--- src/rtl/serial_pattern_detector.sv ---
// serial_pattern_detector
//
// Serial bit-stream pattern detector. Matches a runtime-programmable PAT_W-bit
// pattern against the most recent accepted bits and locks up (sticky) when a
// programmable STOP_W-bit stop pattern is seen while stop detection is enabled.
//
// Optional build macro: SERIAL_PATTERN_DETECTOR_CNT_SAT_EN
//   defined   -> match_count saturates at all-ones
//   undefined -> match_count wraps modulo 2^CNT_W
//
// Parameters:
//   PAT_W    match pattern length (1..32)
//   STOP_W   stop pattern length (1..32)
//   CNT_W    match counter width (>=1)
//   OVERLAP  1 = overlapping matches, 0 = PAT_W fresh bits needed after a match
//
// Ports:
//   clk          clock, rising edge
//   rst_n        asynchronous active-low reset
//   clear        synchronous clear of history, fill counts, lock and counter
//   bit_valid    qualifies bit_in
//   bit_in       serial data bit
//   match_pat    match pattern, MSB = oldest bit
//   stop_pat     stop pattern, MSB = oldest bit
//   stop_en      enables stop-pattern detection
//   detected     one-cycle registered pulse per match
//   stopped      sticky lock indicator (registered)
//   match_count  matches since reset/clear
module serial_pattern_detector #(
   parameter int unsigned PAT_W   = 4,
   parameter int unsigned STOP_W  = 4,
   parameter int unsigned CNT_W   = 8,
   parameter int unsigned OVERLAP = 1
) (
   input  logic              clk,
   input  logic              rst_n,
   input  logic              clear,
   input  logic              bit_valid,
   input  logic              bit_in,
   input  logic [PAT_W-1:0]  match_pat,
   input  logic [STOP_W-1:0] stop_pat,
   input  logic              stop_en,
   output logic              detected,
   output logic              stopped,
   output logic [CNT_W-1:0]  match_count
);

   localparam int unsigned HIST_W = (PAT_W > STOP_W) ? PAT_W : STOP_W;
   localparam int unsigned MF_W   = $clog2(PAT_W + 1);
   localparam int unsigned SF_W   = $clog2(STOP_W + 1);
   localparam logic [MF_W-1:0] MF_FULL = MF_W'(PAT_W);
   localparam logic [SF_W-1:0] SF_FULL = SF_W'(STOP_W);

   typedef enum logic [0:0] {StRun, StLock} state_t;

   state_t            state;
   logic [HIST_W-1:0] hist;
   logic [HIST_W-1:0] hist_nxt;
   logic [MF_W-1:0]   mfill;
   logic [MF_W-1:0]   mfill_nxt;
   logic [SF_W-1:0]   sfill;
   logic [SF_W-1:0]   sfill_nxt;
   logic [CNT_W-1:0]  count_nxt;
   logic              accept;
   logic              m_hit;
   logic              s_hit;

   // Candidate values assuming the current bit is accepted; conditions are
   // evaluated on the updated history so the completing bit is included.
   always_comb begin
      accept    = bit_valid && !clear && (state == StRun);
      hist_nxt  = (hist << 1) | HIST_W'(bit_in);
      mfill_nxt = (mfill == MF_FULL) ? mfill : mfill + 1'b1;
      sfill_nxt = (sfill == SF_FULL) ? sfill : sfill + 1'b1;
      // Fill counts gate the compare so all-zero patterns cannot match the
      // zeroed history out of reset or clear.
      m_hit     = (mfill_nxt == MF_FULL) && (hist_nxt[PAT_W-1:0] == match_pat);
      s_hit     = stop_en && (sfill_nxt == SF_FULL) && (hist_nxt[STOP_W-1:0] == stop_pat);
`ifdef SERIAL_PATTERN_DETECTOR_CNT_SAT_EN
      count_nxt = (match_count == {CNT_W{1'b1}}) ? match_count : match_count + 1'b1;
`else
      count_nxt = match_count + 1'b1;
`endif
   end

   always_ff @(posedge clk or negedge rst_n) begin
      if (!rst_n) begin
         state       <= StRun;
         hist        <= '0;
         mfill       <= '0;
         sfill       <= '0;
         detected    <= 1'b0;
         match_count <= '0;
      end else if (clear) begin
         state       <= StRun;
         hist        <= '0;
         mfill       <= '0;
         sfill       <= '0;
         detected    <= 1'b0;
         match_count <= '0;
      end else begin
         detected <= 1'b0;
         if (accept) begin
            hist  <= hist_nxt;
            sfill <= sfill_nxt;
            if (s_hit) begin
               // Stop wins over a simultaneous match.
               state <= StLock;
               mfill <= mfill_nxt;
            end else if (m_hit) begin
               detected    <= 1'b1;
               match_count <= count_nxt;
               mfill       <= (OVERLAP != 0) ? mfill_nxt : '0;
            end else begin
               mfill <= mfill_nxt;
            end
         end
      end
   end

   assign stopped = (state == StLock);

endmodule
--- config.mk ---
export PLATFORM = sky130hd
export DESIGN_NAME = serial_pattern_detector
export DESIGN_NICKNAME = d
export VERILOG_FILES = /design/src/rtl/serial_pattern_detector.sv
export SDC_FILE = /design/constraint.sdc
export NUM_CORES = 1
export LEC_CHECK = 0
export CORE_MARGIN = 2
export CORE_UTILIZATION = 50
export CTS_CLUSTER_DIAMETER = 200
export DETAILED_ROUTE_END_ITERATION = 10
export GPL_TIMING_DRIVEN = 0
export PLACE_DENSITY = 0.78
export SLEW_MARGIN = 25
export SYNTH_ARGS = -nofsm -noshare
export SYNTH_HDL_FRONTEND = slang
export SYNTH_SLANG_ARGS = --single-unit
--- constraint.sdc ---
create_clock -name clk -period 2.7 [get_ports clk]
set_input_delay 0.405 -clock clk [delete_from_list [all_inputs] [get_ports clk]]
set_output_delay 0.405 -clock clk [all_outputs]
set_load 0.01 [all_outputs]
==> flow_summary_export.csv <==
group,metric,value,unit
grt,overflow,0,
grt,track_usage,0.210,
sta,grt_setup_unrepaired,"no",
sta,slew_viol_final,0,
die,io_pins,24,
sta,final.period_utilization,0.888,
placed_design,dp.cells,172,
worst_setup_path,cp.arrival,2.58,ns
sta,skew,0.00300,ns
routing,drcViolationCount,0,
final_layout,antenna_cells,0,
grt,met3_usage,0.0400,
synth,avgSynthCellArea,9.79,µm²
run_status,status,"finished clean",
grt,grt_use_met2,0.340,
cts,clk-insertion-delay-late,0.29,ns
worst_setup_path,cp_top_family,"simple AND/OR/NAND/NOR gates",
cts,clk_pin_slew,0.11,ns
final_layout,stdcell_count,176,
placed_design,portBuffers,23,
cts,cts-resized-gates,0,
final_layout,nNetsFinal,168,
hold_path,worstHoldPathType,"flop to flop",
synth,netlist_area,1180,µm²
cts,cts_tree,"done",
die,die_h,52.7,µm
sta,tightest_slew,0.877,ns
cts,cts_sinks,19,
cts,hold_buffers,0,
sta,period_needed,2.40,ns
grt,grt_start_max_net_pins,20,
sta,setup_viol_count_final,0,
sta,fmax,0.417,GHz
cts,cts-root-buf,"clkbuf_4",
cts,cts_made_buffers,3,
synth,synth.top_cell.area_share,0.401,
die,die_area,2780,µm²
pwr,peakVddDrop,0.257,mV
worst_setup_path,path_max_fanout,8,
placed_design,gp_congestion,0.811,
die,row_count,17,
final_layout,area_delta_synth_final,24.6,%
cts,clk_path_buf_depth,2,
final_layout,layout-drive-gt1-share,0.0676,
routing,vias,959,
synth,synth_cells,121,
cts,post_cts_buffers,0,
pwr,power-per-cell-area,362,nW/µm²
sta,max_slew_margin,0.413,
worst_setup_path,cpPeakStageDelay,0.53,ns
routing,ant_nets,0,
worst_setup_path,crit_chain,"inv_1 -> ha_1 -> or4b_1 -> o211ai_1 -> nand4_2 -> nand4_1 -> mux2_1",
grt,grt_pass1_vias,968,
die,core,2230,µm²
synth,seq_area_frac_synth,0.401,
synth,ys_types,34,
sta,final_hold_viol_count,0,
worst_setup_path,slowest_stage,"or4b_1",
die,start_util,0.531,
routing,drt_iter0_drc,10,
grt,grtUsageMet1,0.283,
routing,first_pass_iters,4,
die,die_width,52.7,µm
grt,grt_pass1_wl,4330,µm
synth,syn_nets,140,
grt,antenna_found_initial,0,
worst_setup_path,cp_num_buf_inv,1,
sta,setup_slack,0.302,ns
cts,htree_levels,1,
worst_setup_path,critPathCaptureType,"flop",
pwr,leakagePower,0.686,nW
routing,via_per_inst,5.45,
routing,wire_per_inst,14.0,µm
worst_setup_path,required,2.88,ns
placed_design,pre_cts_slack,0.227,ns
flow_run,drv_cap,0,
placed_design,place_hpwl,1830,µm
routing,routed_wl,2460,µm
worst_setup_path,path_class,"flop to flop",
sta,fin_tns_setup,0,ns
synth,yosysTopAreaCell,"dfrtp_1",
synth,synth_seq_cells,19,
synth,synthTopCellsByArea,"dfrtp_1 40%, mux2_1 5.7%, nor2_1 5.4%",
worst_setup_path,startpoint_type,"flop",
synth,ys_warn_count,0,
grt,global_route.peak_usage_layer,"met2",
==> cells by family (layout without fill, tap and decap cells) <==
family / Yosys count / after routing / share of synthesized area
simple gates: 55 / 55 / 0.268
flops: 19 / 19 / 0.401
xor+xnor: 11 / 11 / 0.0813
mux: 11 / 11 / 0.103
compound gates: 10 / 10 / 0.0549
buf+inv: 10 / 37 / 0.0380
fa+ha+maj: 5 / 5 / 0.0528
==> worst register-to-register path: cells and delay by family (launching register included) <==
kind            cells  cell delay, ns
compound gates      1            0.12
fa+ha+maj           1            0.33
buf+inv             1            0.09
flops               1            0.41
mux                 1            0.33
simple gates        3            1.03
==> flip-flops by register name, summed over array words and instances, names as in the netlist <==
register     count
detected         1
match_count      8
sfill            3
stopped          1
mfill            3
hist             3
==> layout by cell type, fill, tap and decap left out <==
cell / Yosys / routed
or3b_2: 1 / 1
nor2_1: 17 / 17
o211ai_1: 1 / 1
inv_1: 6 / 6
mux2i_1: 4 / 4
a21oi_1: 4 / 4
and4b_1: 1 / 1
nand3_2: 1 / 1
o21ai_1: 1 / 1
and3_1: 2 / 2
and2_1: 2 / 2
nand3_1: 1 / 1
nand2_1: 6 / 6
xor2_1: 6 / 6
a2111oi_0: 1 / 1
o21ba_2: 1 / 1
buf_1: 2 / 2
mux2_1: 6 / 6
mux2_4: 1 / 1
a311oi_1: 1 / 1
or4b_1: 1 / 1
clkdlybuf4s50_1: 0 / 23
xnor2_1: 5 / 5
nor2b_4: 1 / 1
nor2b_1: 8 / 8
nand4_2: 1 / 1
clkbuf_4: 0 / 3
clkbuf_1: 1 / 2
nand4_1: 7 / 7
o21ai_0: 1 / 1
ha_1: 5 / 5
nand2b_1: 1 / 1
dfrtp_1: 19 / 19
buf_6: 1 / 1
and4_1: 3 / 3
nor3_1: 2 / 2
==> per-layer routing <==
layer  up-vias  wire (µm)
met4         0         48
met1       459       1170
met5         -          0
met2        19       1170
met3         7         76
li1        474          -
==> report_power, final <==
part	switching [mW]	internal, mW
registers	0.00827	0.292
clock network	0.0879	0.0573
logic	0.0448	0.0440
total	0.141	0.393
==> worst paths after layout <==
| path | start | to | slack [ns] | cells after the start |
|---|---|---|---|---|
| min reg2reg | sfill[1] | sfill[1] | 0.59 | 2 |
| min | sfill[1] | sfill[1] | 0.59 | 2 |
| max in group asynchronous | rst_n | hist[1] | 1.56 | 1 |
| max reg2reg | sfill[0] | match_count[2] | 0.30 | 7 |
| max | sfill[0] | match_count[2] | 0.30 | 7 |
| min in group asynchronous | rst_n | detected | 0.60 | 1 |
==> stage by stage <==
step / util / hold WS [ns] / total power, mW / instance area (µm²)
6_report: 0.661 / 0.588 / 0.534 / 1480
5_1_grt: 0.661 / 0.617 / 0.564 / 1480
4_1_cts: 0.661 / 0.589 / 0.538 / 1480
3_5_place_dp: 0.649 / 0.574 / 0.395 / 1450
3_3_place_gp: 0.649 / 0.555 / 0.391 / 1450
2_1_floorplan: - / 0.109 / 0.356 / 1180
==> layout make-up <==
class | instances | area [µm²]
Fill cell | 205 | 757
Multi-Input combinational cell | 92 | 664
Sequential cell | 19 | 475
Timing Repair Buffer | 23 | 230
Tap cell | 28 | 35.0
Clock buffer | 4 | 26.3
Buffer | 4 | 22.5
Inverter | 6 | 22.5
==> cell usage after synthesis <==
master     count
nand4_1        7
mux2_1         6
xnor2_1        5
nand2_1        6
buf_6          1
mux2_4         1
o21ai_1        1
and3_1         2
clkbuf_1       1
buf_1          2
and2_1         2
nand3_1        1
nand2b_1       1
nor2b_4        1
mux2i_1        4
nand4_2        1
and4b_1        1
nor2_1        17
o21ba_2        1
a21oi_1        4
a311oi_1       1
o211ai_1       1
nor2b_1        8
inv_1          6
a2111oi_0      1
ha_1           5
o21ai_0        1
dfrtp_1       19
or4b_1         1
nand3_2        1
or3b_2         1
xor2_1         6
and4_1         3
nor3_1         2
Note: power is estimated with default switching activity, not from simulation.
